**config.mk**
```make
export PLATFORM = sky130hd
export DESIGN_NAME = cipher_sequencer
export DESIGN_NICKNAME = d
export VERILOG_FILES = /design/src/rtl/cipher_seq_pkg.sv /design/src/rtl/cipher_sequencer_round_counter.sv /design/src/rtl/cipher_sequencer.sv
export SDC_FILE = /design/constraint.sdc
export NUM_CORES = 1
export LEC_CHECK = 0
export CAP_MARGIN = 20
export CORE_ASPECT_RATIO = 1.75
export CORE_UTILIZATION = 41
export CTS_CLUSTER_SIZE = 10
export DETAILED_ROUTE_END_ITERATION = 10
export GPL_TIMING_DRIVEN = 0
export PLACE_DENSITY = 0.85
export SLEW_MARGIN = 5
export SYNTH_ARGS = -nofsm -noshare
export SYNTH_HDL_FRONTEND = slang
export SYNTH_SLANG_ARGS = --single-unit
```
**constraint.sdc**
```tcl
create_clock -name Clk -period 1.98 [get_ports Clk]
set_clock_uncertainty 0.2 [all_clocks]
set_input_delay 0.297 -clock Clk [delete_from_list [all_inputs] [get_ports Clk]]
set_output_delay 0.297 -clock Clk [all_outputs]
set_load 0.005 [all_outputs]
```
**src/rtl/cipher_seq_pkg.sv**
```systemverilog
// Shared types and constants for the cipher sequencer and its round counter.
package cipher_seq_pkg;

  typedef enum logic [1:0] {
    IDLE = 2'd0,
    LOAD = 2'd1,
    RUN  = 2'd2,
    DONE = 2'd3
  } state_t;

  localparam logic MODE_ENC       = 1'b0;
  localparam logic MODE_DEC       = 1'b1;
  localparam int   DEFAULT_ROUNDS = 4;

endpackage

```
**src/rtl/cipher_sequencer_round_counter.sv**
```systemverilog
// Loadable up/down round index counter that saturates at its terminal index.
module round_counter
  import cipher_seq_pkg::*;
#(
  parameter int ROUNDS = DEFAULT_ROUNDS,
  parameter int RIDX_W = $clog2(ROUNDS)
) (
  input  logic              Clk,
  input  logic              Reset,
  input  logic              i_load,
  input  logic              i_mode,
  input  logic              i_step,
  output logic [RIDX_W-1:0] o_count,
  output logic              o_terminal
);

  localparam logic [RIDX_W-1:0] LAST_IDX = RIDX_W'(ROUNDS - 1);

  logic [RIDX_W-1:0] r_count;
  logic              r_dec;
  logic              w_terminal;

  // Direction is captured at load so a later mode change cannot redirect the count.
  assign w_terminal = r_dec ? (r_count == '0) : (r_count == LAST_IDX);

  always_ff @(posedge Clk or posedge Reset) begin
    if (Reset) begin
      r_count <= '0;
      r_dec   <= 1'b0;
    end else if (i_load) begin
      r_dec   <= (i_mode == MODE_DEC);
      r_count <= (i_mode == MODE_DEC) ? LAST_IDX : '0;
    end else if (i_step && !w_terminal) begin
      r_count <= r_dec ? (r_count - 1'b1) : (r_count + 1'b1);
    end
  end

  assign o_count    = r_count;
  assign o_terminal = w_terminal;

endmodule

```
**src/rtl/cipher_sequencer.sv**
```systemverilog
// Accepts one block, drives the round datapath through all rounds, and holds the result.
module cipher_sequencer
  import cipher_seq_pkg::*;
#(
  parameter int DATA_W = 8,
  parameter int ROUNDS = DEFAULT_ROUNDS,
  parameter int RIDX_W = $clog2(ROUNDS)
) (
  input  logic              Clk,
  input  logic              Reset,
  input  logic              Active,
  input  logic              Mode,
  input  logic              InValid,
  output logic              InReady,
  input  logic [DATA_W-1:0] InData,
  output logic              DpLoad,
  output logic [DATA_W-1:0] DpData,
  output logic              DpStep,
  output logic [RIDX_W-1:0] DpRound,
  output logic              DpMode,
  input  logic [DATA_W-1:0] DpResult,
  output logic              OutValid,
  input  logic              OutReady,
  output logic [DATA_W-1:0] OutData,
  output logic              Busy,
  output logic              Aborted
);

  state_t            r_state, w_state_next;
  logic [DATA_W-1:0] r_dp_data;
  logic              r_dp_mode;
  logic [DATA_W-1:0] r_out_data;
  logic              r_done_first;
  logic              r_aborted;
  logic              w_accept;
  logic              w_abort;
  logic              w_terminal;
  logic              w_step;

  round_counter #(.ROUNDS(ROUNDS), .RIDX_W(RIDX_W)) u_round_counter (
    .Clk        (Clk),
    .Reset      (Reset),
    .i_load     (r_state == LOAD),
    .i_mode     (r_dp_mode),
    .i_step     (w_step),
    .o_count    (DpRound),
    .o_terminal (w_terminal)
  );

  always_comb begin
    w_state_next = r_state;
    w_accept     = 1'b0;
    w_abort      = 1'b0;
    InReady      = 1'b0;
    w_step       = 1'b0;
    case (r_state)
      IDLE: begin
        InReady  = Active && !Reset;
        w_accept = InValid && Active && !Reset;
        if (w_accept) w_state_next = LOAD;
      end
      LOAD: begin
        w_abort      = !Active;
        w_state_next = Active ? RUN : IDLE;
      end
      RUN: begin
        w_step  = Active;
        w_abort = !Active;
        if (!Active)        w_state_next = IDLE;
        else if (w_terminal) w_state_next = DONE;
      end
      DONE: begin
        if (OutReady) w_state_next = IDLE;
      end
      default: w_state_next = IDLE;
    endcase
  end

  always_ff @(posedge Clk or posedge Reset) begin
    if (Reset) begin
      r_state      <= IDLE;
      r_dp_data    <= '0;
      r_dp_mode    <= 1'b0;
      r_out_data   <= '0;
      r_done_first <= 1'b0;
      r_aborted    <= 1'b0;
    end else begin
      r_state      <= w_state_next;
      r_aborted    <= w_abort;
      r_done_first <= (r_state == RUN) && (w_state_next == DONE);
      if (w_accept) begin
        r_dp_data <= InData;
        r_dp_mode <= Mode;
      end
      if (r_done_first) r_out_data <= DpResult;
    end
  end

  // The last round lands in DpResult during the first DONE cycle, so pass it
  // through then and serve the captured copy afterwards.
  assign OutData  = r_done_first ? DpResult : r_out_data;
  assign OutValid = (r_state == DONE);
  assign DpLoad   = (r_state == LOAD);
  assign DpStep   = w_step;
  assign DpData   = r_dp_data;
  assign DpMode   = r_dp_mode;
  assign Busy     = (r_state != IDLE);
  assign Aborted  = r_aborted;

endmodule

```
Word level (Yosys, flattened, before mapping)
Cells that the tools add are included.

cells by class
  $add $sub $neg = 2
  equality and inequality tests = 5
  multiplexer cells = 16
  reduce and logical (&&, ||, !) cells = 13

operators with widths
  operator             number
  $mux 2               9
  $eq 2x2->1 const B   4
  $mux 8               1
  $pmux 2 s4           1
  $logic_and 1x1->1    5
  $mux 1               5
  $logic_not 2->1      2
  $reduce_bool 2->1    2
  $logic_not 1->1      3
  $add 2x1->2 const B  1
  $eq 2x1->1 const B   1
  $reduce_or 2->1      1
  $sub 2x1->2 const B  1

storage, ports and cells
  register bits = 24
  input bits = 22
  output and inout bits = 25

Depth between registers and ports, before layout
Gate-level depths: netlist of the first run.

  depth in word-level cells = 7
  gate-level depth with buffers = 7
  depth with buffers taken out = 6

Modules after synthesis
A second synthesis of the first run with hierarchy kept.

second synthesis, totals
  cells, all modules = 82
  area, all modules = 1089.8 µm²

modules (own cells, without submodules)
  module            times used  cells an instance  area each (µm²)  seq. area each (µm²)
  cipher_sequencer  1           63                 929.6            525.5
  round_counter     1           19                 160.2            75.1

Worst setup path before layout of the first run
Ideal clock, no wire load.

  path type = reg-to-reg
  start point = register r_state[1]
  end point = register r_dp_data[0] (netlist: DpData[0])
  arrival time = 1.461 ns
  data required time = 1.655 ns
  path slack = 0.195 ns
  stages on the path, launching flop included = 7
  cell sequence = dfrtp_1 > inv_1 > ha_1 > and3b_4 > and2_4 > buf_6 > mux2_2

between the ends
  word-level cells in the longest chain between the ends = 2

ends and longest elaborated chain
  item                    line                    RTL
  start, declared         cipher_sequencer.sv:29  state_t r_state, w_state_next;
  start signal, assigned  cipher_sequencer.sv:88  r_state <= w_state_next;
  $logic_not 2->1         cipher_sequencer.sv:56  case (r_state)
  $mux 1                  cipher_sequencer.sv:56
  end signal, assigned    cipher_sequencer.sv:92  r_dp_data <= InData;
  end, declared           cipher_sequencer.sv:30  logic [DATA_W-1:0] r_dp_data;

Every way passes these cells.
A chain may end at the register's enable or synchronous reset.

Worst setup path after layout of the first run
  start point = register r_state[1]
  end point = output port DpStep

between the ends
  word-level cells in the longest chain between the ends = 2

ends and longest elaborated chain
  item           line                    RTL
  $eq 2x2->1     cipher_sequencer.sv:56
  $mux 1         cipher_sequencer.sv:56
  end, declared  cipher_sequencer.sv:18  output logic DpStep,

Every way passes these cells.

==> metrics.yaml, run 1 <==
power:
  p_comb_share_pct: 46.9
  pwr-share-seq_pct: 34.9
  power.density_nw_per_um2: 1312
  leakage_nw: 0.8726
  design_power_total_mw: 2.360
  p_sw_mw: 0.6838
  vdd.ir_drop.worst_v: 0.0008750
  clkPwrFrac_pct: 18.2
  netSwitchingFraction_pct: 28.97
  p_int_mw: 1.676
place:
  place_area_sq_um: 1559
  place_congestion: 0.7168
  dp_slack_ns: -0.1215
  portBuffers: 46
  dp_hpwl_mm: 1.802
  dp.cells: 151
sta:
  slew_violations: 0
  fmax_mhz: 514.1
  whs_ns: 0.3006
  slew_headroom_pct: 39.02
  setup_viol: 0
  finalSetupTns_ns: 0
  hold_violations: 0
  tightest_slew_ns: 0.9137
  finalCriticalPeriod_ns: 1.945
  worst_slack_ns: 0.03488
  fin_crit_sh_pct: 98.24
cts:
  numCtsBuffers: 3
  tritoncts: "yes"
  clk_pin_slew_worst_paths_ns: 0.09
  htreeDepth: 1
  clk_path_buf_depth: 2
  numClockSinks: 24
  clk_latency_ns: 0.26
  clock-root-buffer: "clkbuf_8"
setup_path:
  max_stage_delay_ns: 0.41
  endpoint_kind: "output pin"
  critPathKind: "reg -> out"
  crit_top_cell: "buf_6"
  rrSetupSlack_ns: 0.12
  cp_cell_sequence: "buf_6 -> ha_2 -> and2_4 -> buf_6 -> clkdlybuf4s15_1"
  crit_family: "buffers and inverters"
  worstPathMaxFanout: 7
  worst_setup_path_start_kind: "flip-flop"
  worst-path-buf-inv: 3
  slowest_stage: "dfrtp_1"
  crit_arrival_ns: 1.45
  crit_required_ns: 1.48
die:
  dieArea_sq_um: 2816
  die_y_um: 69.46
  ioPinCount: 47
  die_w_um: 40.55
  start_util_pct: 43.29
  core_area_sq_um: 2462
  num_rows: 24
finish:
  final_area_sq_um: 1799
  finish.utilization_pct: 73.07
  stdcell_count: 167
  nNetsFinal: 168
  syn_to_final_growth_pct: 68.78
  diodes: 0
  drive_gt1_share_pct: 35.46
detailed_routing:
  first_pass_iters: 3
  ant_nets: 0
  totalWireLength_mm: 2.876
  num_vias: 846
  dr.first_iter.drc_count: 9
  drc_errors: 0
  via_per_inst: 5.066
  wl_per_cell_um: 17.22
synth:
  async_flop_share_pct: 100.0
  syn_area_per_cell_sq_um: 13.49
  synth_warnings: 0
  synth_common_cells: "dfrtp_1, mux2_2, inv_1"
  ys_types: 26
  synth.area.top_cells: "dfrtp_1, mux2_2, ha_1, inv_1, and2b_2"
  synth_edf_count: 0
  synthFlopType: "dfrtp_1"
  syn-instance-count: 79
  syn_nets: 105
  ys_seq_area_share_pct: 56.34
  ys_ff_latch: 24
  yosysTopAreaCellShare_pct: 56.34
  syn_area_sq_um: 1066
  synth.largest_area_cell: "dfrtp_1"
  synth.most_common_cell: "dfrtp_1"
run_status:
  status: "finished clean"
grt:
  grt_max_degree: 25
  antenna_found_initial: 0
  grt_first_pass_wirelength_mm: 4.002
  first_global_vias: 876
  grt.total_usage_pct: 20.70
  grt.overflow.total: 0
min_path:
  hold_class: "reg -> reg"
flow_run:
  maxCapViolCount: 0
## flip-flops by register name, summed over array words and instances (netlist names)
register                 cells
DpData                       8
Aborted                      1
u_round_counter.r_dec        1
DpMode                       1
r_state                      2
r_out_data                   8
u_round_counter.o_count      2
r_done_first                 1
## per-layer routing
layer	global-route usage [%]	vias to the layer above	share of wire [%]	routed length (um)
met2	38.62	27	58	1674
met3	4.167	2	5.7	164
met1	21.18	419	36	1021
met4	4.444	0	0.49	14
met5	0	-	0	0
li1	-	398	-	-
## placed cells by master (no fill, tap or decap), types with 2 or more instances in the layout
cell type,instances
ha_4,2
dlymetal6s2s_1,3
mux2_4,7
clkdlybuf4s50_1,33
inv_1,3
dlygate4sd2_1,3
dfrtp_1,23
buf_4,9
o31ai_1,2
and2_4,2
inv_2,2
o21ai_0,2
nand2_1,3
buf_6,6
clkbuf_8,3
a21oi_1,3
clkdlybuf4s15_1,6
mux2_2,10
and2b_2,2
## cells by family (layout without fill, tap and decap cells)
logic type	after synthesis	after routing	synth area share, %
flip-flops	24	24	56.34
multiplexers	17	17	17.96
AND/OR/NAND/NOR	15	15	9.626
AO/OA/AOI/OAI	11	11	7.512
buffers and inverters	8	70	3.873
adder cells (fa/ha/maj)	4	4	4.695
## final timing paths
check	startpoint	endpoint	cells past startpoint
min	r_out_data[3]	r_out_data[3]	1
max in group asynchronous	Reset	r_done_first	2
max	r_state[1]	DpStep	5
min in group asynchronous	Reset	r_out_data[7]	2
max reg2reg	r_state[0]	r_done_first	7
min reg2reg	r_out_data[3]	r_out_data[3]	1
## what timing repair did
| action | in CTS | in global routing |
|---|---|---|
| pin swaps | 0 | 1 |
| hold buffers | 0 | 0 |
| gates resized for setup | 26 | 16 |
| endpoints found under the setup margin | 12 | 10 |
| setup buffers | 10 | 3 |
## power groups by stage
| stage | clock network, mW | logic, mW | registers, mW |
|---|---|---|---|
| after global routing | 0.464 | 1.20 | 0.845 |
| after detailed placement | 0 | 0.969 | 0.832 |
| after global placement | 0 | 0.931 | 0.812 |
| after CTS | 0.433 | 1.05 | 0.819 |
| final | 0.430 | 1.11 | 0.824 |
| after floorplan | 0 | 0.406 | 0.818 |
## layout make-up
class / instances / area (sq um)
buffer: 2 / 22.52
clock buffer: 3 / 41.29
clock inverter: 1 / 30.03
fill: 163 / 663.1
inverter: 5 / 18.77
multi-input combinational: 47 / 480.5
sequential: 24 / 601.8
tap: 26 / 32.53
timing repair buffer: 59 / 571.8
Power figures use the tool's default switching activity.
==> run 2, diff against run 1 <==
--- a/config.mk
+++ b/config.mk
@@ -5,13 +5,15 @@
 export SDC_FILE = /design/constraint.sdc
 export NUM_CORES = 1
 export LEC_CHECK = 0
+export ABC_AREA = 1
 export CAP_MARGIN = 20
 export CORE_ASPECT_RATIO = 1.75
 export CORE_UTILIZATION = 41
 export CTS_CLUSTER_SIZE = 10
 export DETAILED_ROUTE_END_ITERATION = 10
 export GPL_TIMING_DRIVEN = 0
-export PLACE_DENSITY = 0.85
+export PLACE_DENSITY = 0.84
+export REMOVE_ABC_BUFFERS = 1
 export SLEW_MARGIN = 5
 export SYNTH_ARGS = -nofsm -noshare
 export SYNTH_HDL_FRONTEND = slang
==> run 2 against run 1 <==
  * The run now ends with setup timing left
  * Register-to-register slack gained 0.20 ns
  * First-iteration DRC count grew to 5.1 times the previous value
  * Sequential power is 1% higher
  * Hold slack worse by 0.033 ns
  * Critical path type unchanged
  * Largest cell class unchanged
  * Largest power group unchanged
  * Highest routed layer unchanged
==> metrics.yaml, run 2 <==
sta:
  worst_slack_ns: -0.07387  # -0.1087 ns
  fmax_mhz: 486.9  # -5.3%
  finalCriticalPeriod_ns: 2.054  # +0.1087 ns
  finalSetupTns_ns: -0.3534  # -0.3534 ns
  whs_ns: 0.2673  # -0.03337 ns
  slew_violations: 0  # unchanged
  fin_crit_sh_pct: 103.7  # +5.5 points
  setup_viol: 5  # +5
  tightest_slew_ns: 0.5766  # -0.3372 ns
  rsz0062_at_grt: "true"
  hold_violations: 0  # unchanged
  slew_headroom_pct: 61.35  # +22 points
grt:
  first_global_vias: 1131  # +29%
  grt.total_usage_pct: 23.32  # +2.6 points
  grt_first_pass_wirelength_mm: 5.278  # +32%
  grt.overflow.total: 0  # unchanged
  antenna_found_initial: 0  # unchanged
  grt_max_degree: 15  # -40%
finish:
  layout.cells.most_common: "nand2_1"
  mostFrequentLayoutCells: "nand2_1, clkdlybuf4s50_1, dfrtp_1"
  syn_to_final_growth_pct: 63.23
  finish.utilization_pct: 72.22  # -0.85 points
  nNetsFinal: 209  # +24%
  final_area_sq_um: 1822  # +1.3%
  diodes: 0  # unchanged
  drive_gt1_share_pct: 24.18  # -11 points
detailed_routing:
  totalWireLength_mm: 3.147  # +9.4%
  drc_errors: 0  # unchanged
  ant_nets: 0  # unchanged
  dr.first_iter.drc_count: 46  # +37
  num_vias: 1088  # +29%
  via_per_inst: 5.231  # +3.3%
  wl_per_cell_um: 15.13  # -12%
  first_pass_iters: 4  # +1
die:
  ioPinCount: 47  # unchanged
  dieArea_sq_um: 2943  # +4.5%
  core_area_sq_um: 2522  # +2.4%
  num_rows: 24  # unchanged
  start_util_pct: 44.25  # +0.95 points
  die_w_um: 41.44  # +2.2%
  die_y_um: 71.02  # +2.3%
synth:
  async_flop_share_pct: 100.0  # unchanged
  syn_area_per_cell_sq_um: 9.301  # -31%
  yosys.area_share.simple_pct: 26.46  # +17 points
  synth_edf_count: 0  # unchanged
  synth.area.top_cells: "dfrtp_1, nand2_1, mux2_2, ha_1, nand3_1"
  synth_compound_area_share_pct: 1.682  # -5.8 points
  synth.largest_area_cell: "dfrtp_1"
  synth.most_common_cell: "nand2_1"
  synthMuxAreaShare_pct: 8.072  # -9.9 points
  synthAdderAreaFrac_pct: 4.484  # -0.21 points
  synth_common_cells: "nand2_1, dfrtp_1, inv_1"
  synth_warnings: 0  # unchanged
  ys_types: 17  # -35%
  yosysTopAreaCellShare_pct: 53.81  # -2.5 points
  synthFlopType: "dfrtp_1"
  ys_seq_area_share_pct: 53.81  # -2.5 points
  ys_ff_latch: 24  # unchanged
  syn_area_sq_um: 1116  # +4.7%
  syn-instance-count: 120  # +52%
  synth_top_family_by_area: "simple AND/OR/NAND/NOR gates"
  synth_xor_area_share_pct: 0  # unchanged
flow_run:
  maxCapViolCount: 0  # unchanged
cts:
  clk_latency_ns: 0.27  # about the same
  numClockSinks: 24  # unchanged
  post_cts_hold_buffer_count: 0  # unchanged
  clk_path_buf_depth: 2  # unchanged
  tritoncts: "yes"
  clock-root-buffer: "clkbuf_8"
  clk_pin_slew_worst_paths_ns: 0.09  # about the same
  numCtsBuffers: 3  # unchanged
  htreeDepth: 1  # unchanged
place:
  place_congestion: 0.8220  # +15%
  portBuffers: 46  # unchanged
  dp_hpwl_mm: 1.913  # +6.2%
  place_area_sq_um: 1593  # +2.2%
setup_path:
  endpoint_kind: "output pin"
  worst_setup_path_start_kind: "flip-flop"
  worstPathMaxFanout: 8  # +1
  critPathKind: "reg -> out"
  rrSetupSlack_ns: 0.32  # +0.20 ns
  crit_required_ns: 1.48  # about the same
  crit_arrival_ns: 1.56  # +0.11 ns
power:
  p_int_mw: 1.708  # +1.9%
  pwr-share-seq_pct: 32.5  # -2.4 points
  clkPwrFrac_pct: 16.8  # -1.4 points
  vdd.ir_drop.worst_v: 0.001002  # +15%
  p_sw_mw: 0.8547  # +25%
  design_power_total_mw: 2.563  # +8.6%
  power.density_nw_per_um2: 1407  # +7.3%
  netSwitchingFraction_pct: 33.35  # +4.4 points
  leakage_nw: 0.9340  # +7.0%
  p_comb_share_pct: 50.8  # +3.9 points
run_status:
  status: "finished with violations"
  failed_checks: "setup timing"
min_path:
  hold_class: "in -> async"
[run 2: cell types whose count changed in the layout (fill, tap and decap cells not counted), sizes merged, moves of 5 or more]
cell	previous run	this run
clkdlybuf4s15	6	0
nor2	0	7
clkdlybuf4s50	33	38
mux2	17	8
inv	5	11
nand2	3	48
nand3	1	11
[run 2: worst paths after layout]
path,start,end,cells past startpoint
min in group Clk,DpData[3],DpData[3],2
worst min register to register,DpData[3],DpData[3],2
max in group asynchronous,Reset,r_done_first,2
worst max register to register,r_state[1],r_done_first,9
worst min-delay path,Reset,DpData[4],2
worst max-delay path,r_done_first,OutData[2],2
[run 2: logic make-up (layout without fill, tap and decap cells)]
| group | count (synthesis) | in the layout |
|---|---|---|
| AOI/OAI and AO/OA | 3 | 3 |
| adders and majority gates | 4 | 4 |
| buffers and inverters | 14 | 76 |
| DFF | 24 | 24 |
| muxes | 8 | 8 |
| and+or+nand+nor | 67 | 67 |
[run 2: power groups by stage]
| stage | sequential, mW | clock, mW | combinational [mW] |
|---|---|---|---|
| floorplan | 0.824 | 0 | 0.504 |
| global placement | 0.823 | 0 | 1.05 |
| detailed placement | 0.836 | 0 | 1.09 |
| CTS | 0.822 | 0.429 | 1.23 |
| global route | 0.851 | 0.451 | 1.42 |
| finish | 0.832 | 0.429 | 1.30 |
[run 2: cell type report]
| type | instances | area (sq um) |
|---|---|---|
| fillers | 170 | 700.7 |
| flip-flops and latches | 24 | 601.8 |
| repair buffers | 59 | 559.3 |
| multi-input cells | 82 | 498.0 |
| inverters | 12 | 53.80 |
| clock buffers | 3 | 41.29 |
| well taps | 26 | 32.53 |
| clock inverters | 1 | 30.03 |
| repair inverters | 1 | 5.005 |
[run 2: worst max-delay path, stage by stage (launching register included)]
cell	delay, ns
dfrtp_2	0.47
mux2_2	0.37
clkdlybuf4s50_1	0.45
[run 2: timing repair]
action | 4_1_cts | 5_1_grt
gates cloned | 1 | 0
pin swaps | 1 | 1
gates resized for setup | 17 | 6
setup endpoints to repair | 24 | 13
buffers inserted | 8 | 5
[run 2: per-stage QoR]
stage                     worst slack (ns)  std cells
after CTS                         -0.08676        203
final                             -0.07387        208
after global routing               -0.1202        208
after floorplan                     0.1604        118
after global placement             -0.6622        190
after detailed placement           -0.6872        190
[run 2: metal layers]
metal  global-route usage, %  share of wire [%]  up-vias
met2                   43.75                 55       59
met3                   4.082                5.8       14
li1                        -                  -      495
met5                       0                  0        -
met1                   25.46                 35      520
met4                   8.244                3.5        0
==> run 3, diff against run 2 <==
--- a/config.mk
+++ b/config.mk
@@ -14,6 +14,7 @@
 export GPL_TIMING_DRIVEN = 0
 export PLACE_DENSITY = 0.84
 export REMOVE_ABC_BUFFERS = 1
+export SETUP_SLACK_MARGIN = 0.4
 export SLEW_MARGIN = 5
 export SYNTH_ARGS = -nofsm -noshare
 export SYNTH_HDL_FRONTEND = slang
==> run 3 against run 2 <==
  * The flow now finishes without violations
  * Clock-buffer cell count unchanged
  * Final cell count increased by 10%
  * Sequential power about the same
  * Non-clock buffer count increased by 21
  * Sequential share of layout area decreased by 4.8 points
  * Sequential cell count unchanged
  * Clock power increased by 4%
  * Register-to-register slack got worse by 0.09 ns
  * Via count increased by 12%
==> metrics.yaml, run 3 (synthesized netlist as in run 2, its figures left out) <==
run_status:
  status: "finished clean"
sta:
  fmax_mhz: 545.0  # +12%
  slew_headroom_pct: 58.79  # -2.6 points
  slew_violations: 0  # unchanged
  setup_viol: 0  # -5
  finalSetupTns_ns: 0  # +0.3534 ns
  hold_violations: 0  # unchanged
  fin_crit_sh_pct: 92.67  # -11 points
  rsz0062_at_grt: "true"
  finalCriticalPeriod_ns: 1.835  # -0.2190 ns
  tightest_slew_ns: 0.6148  # +0.03825 ns
  worst_slack_ns: 0.1452  # +0.2190 ns
power:
  vdd.ir_drop.worst_v: 0.001193  # +19%
  power.density_nw_per_um2: 1464  # +4.0%
  design_power_total_mw: 3.115  # +22%
  p_comb_share_pct: 59.0  # +8.2 points
  netSwitchingFraction_pct: 36.10  # +2.8 points
  p_int_mw: 1.990  # +16%
  leakage_nw: 1.113  # +19%
  clkPwrFrac_pct: 14.3  # -2.5 points
  pwr-share-seq_pct: 26.6  # -5.9 points
  p_sw_mw: 1.125  # +32%
die:
  ioPinCount: 47  # unchanged
  start_util_pct: 44.25  # unchanged
  num_rows: 24  # unchanged
  dieArea_sq_um: 2943  # unchanged
  die_y_um: 71.02  # unchanged
  die_w_um: 41.44  # unchanged
  core_area_sq_um: 2522  # unchanged
detailed_routing:
  ant_nets: 0  # unchanged
  first_pass_iters: 4  # unchanged
  dr.first_iter.drc_count: 70  # +52%
  num_vias: 1222  # +12%
  wl_per_cell_um: 19.95  # +32%
  totalWireLength_mm: 4.568  # +45%
  via_per_inst: 5.336  # +2.0%
  drc_errors: 0  # unchanged
finish:
  final.fill_count: 145  # -15%
  nNetsFinal: 230  # +10%
  finish.utilization_pct: 84.38  # +12 points
  layout.cells.most_common: "nand2_1"
  syn_to_final_growth_pct: 90.70
  diodes: 0  # unchanged
  mostFrequentLayoutCells: "nand2_1, buf_6, dfrtp_1"
  drive_gt1_share_pct: 43.84  # +20 points
  seq_area_sq_um: 601.8  # unchanged
  multi_input_area_sq_um: 579.3  # +16%
cts:
  tritoncts: "yes"
  numCtsBuffers: 3  # unchanged
  htreeDepth: 1  # unchanged
  numClockSinks: 24  # unchanged
  clk_path_buf_depth: 2  # unchanged
  clk_pin_slew_worst_paths_ns: 0.10  # about the same
  clock-root-buffer: "clkbuf_8"
  clk_latency_ns: 0.28  # about the same
setup_path:
  crit_required_ns: 1.48  # about the same
  critPathKind: "reg -> out"
  endpoint_kind: "output pin"
  crit_arrival_ns: 1.34  # -0.22 ns
  worstPathMaxFanout: 7  # -1
  worst_setup_path_start_kind: "flip-flop"
grt:
  grt_max_degree: 15  # unchanged
  grt.overflow.total: 0  # unchanged
  grt.total_usage_pct: 29.24  # +5.9 points
  grt_first_pass_wirelength_mm: 6.320  # +20%
  antenna_found_initial: 0  # unchanged
  first_global_vias: 1265  # +12%
place:
  portBuffers: 46  # unchanged
  dp_slack_ns: -0.6872  # unchanged
  dp_hpwl_mm: 1.913  # unchanged
  place_congestion: 0.8220  # unchanged
min_path:
  hold_class: "in -> async"
flow_run:
  maxCapViolCount: 0  # unchanged
## run 3: cell types whose count changed in the layout (fill, tap and decap cells not counted), moves of 3 or more
cell	change
buf_6	+27
nand2_1	-4
dlygate4sd2_1	+7
mux2_2	-7
buf_4	+6
mux2_4	+7
nand2_2	+3
clkdlybuf4s50_1	-19
nand3_1	-3
## run 3: final cells by class
| class | instances | share of cell area (%) |
|---|---|---|
| flip-flops and latches | 24 | 28.28 |
| clock buffers | 3 | 1.940 |
| well taps | 26 | 1.529 |
| multi-input cells | 82 | 27.22 |
| inverters | 12 | 3.116 |
| clock inverters | 1 | 1.411 |
| repair inverters | 1 | 0.2352 |
| repair buffers | 80 | 36.27 |
## run 3: metrics by stage
step           cells  cell area [sq um]  hold WS (ns)
2_1_floorplan    118               1100        0.1354
3_3_place_gp     190               1593        0.2549
3_5_place_dp     190               1593        0.2625
4_1_cts          220               1967       0.07036
5_1_grt          229               2128       0.08865
6_report         229               2128       0.06858
## run 3: critical path, stage by stage (launching register included)
cell and delay, ns:
dfrtp_2 0.48, buf_4 0.17, mux2_4 0.30, buf_6 0.12
## run 3: path summary, 6_finish.rpt
check	end	from	slack, ns	depth (start not counted)
setup / recovery	OutData[2]	r_done_first	0.15	3
hold / removal	r_out_data[6]	Reset	0.07	3
setup reg to reg	DpData[2]	r_state[0]	0.23	10
hold reg to reg	DpData[3]	DpData[3]	0.27	2
max in group asynchronous	r_done_first	Reset	1.15	2
min in group Clk	Aborted	Active	0.25	2
## run 3: power by group through the flow
stage / clock [mW] / combinational (mW) / sequential, mW
after CTS: 0.429 / 1.53 / 0.805
after detailed placement: 0 / 1.09 / 0.836
after floorplan: 0 / 0.504 / 0.824
final: 0.447 / 1.84 / 0.830
after global placement: 0 / 1.05 / 0.823
after global routing: 0.473 / 1.95 / 0.845
## run 3: timing repair
action	CTS	global route
resized for setup	107	29
cloned	1	1
setup endpoints to repair	37	28
setup buffers	25	8
pin swaps	4	15
hold buffers	0	0
## run 3: layer usage
layer  share of wire (%)  vias to the layer above  GRT usage, %  wire length, um
met5                   0                        -             0                0
met4                 4.1                        0         13.62              188
met3                 5.1                       18         4.337              235
met2                  57                       62         57.64             2614
met1                  33                      603         28.19             1530
li1                    -                      539             -                -
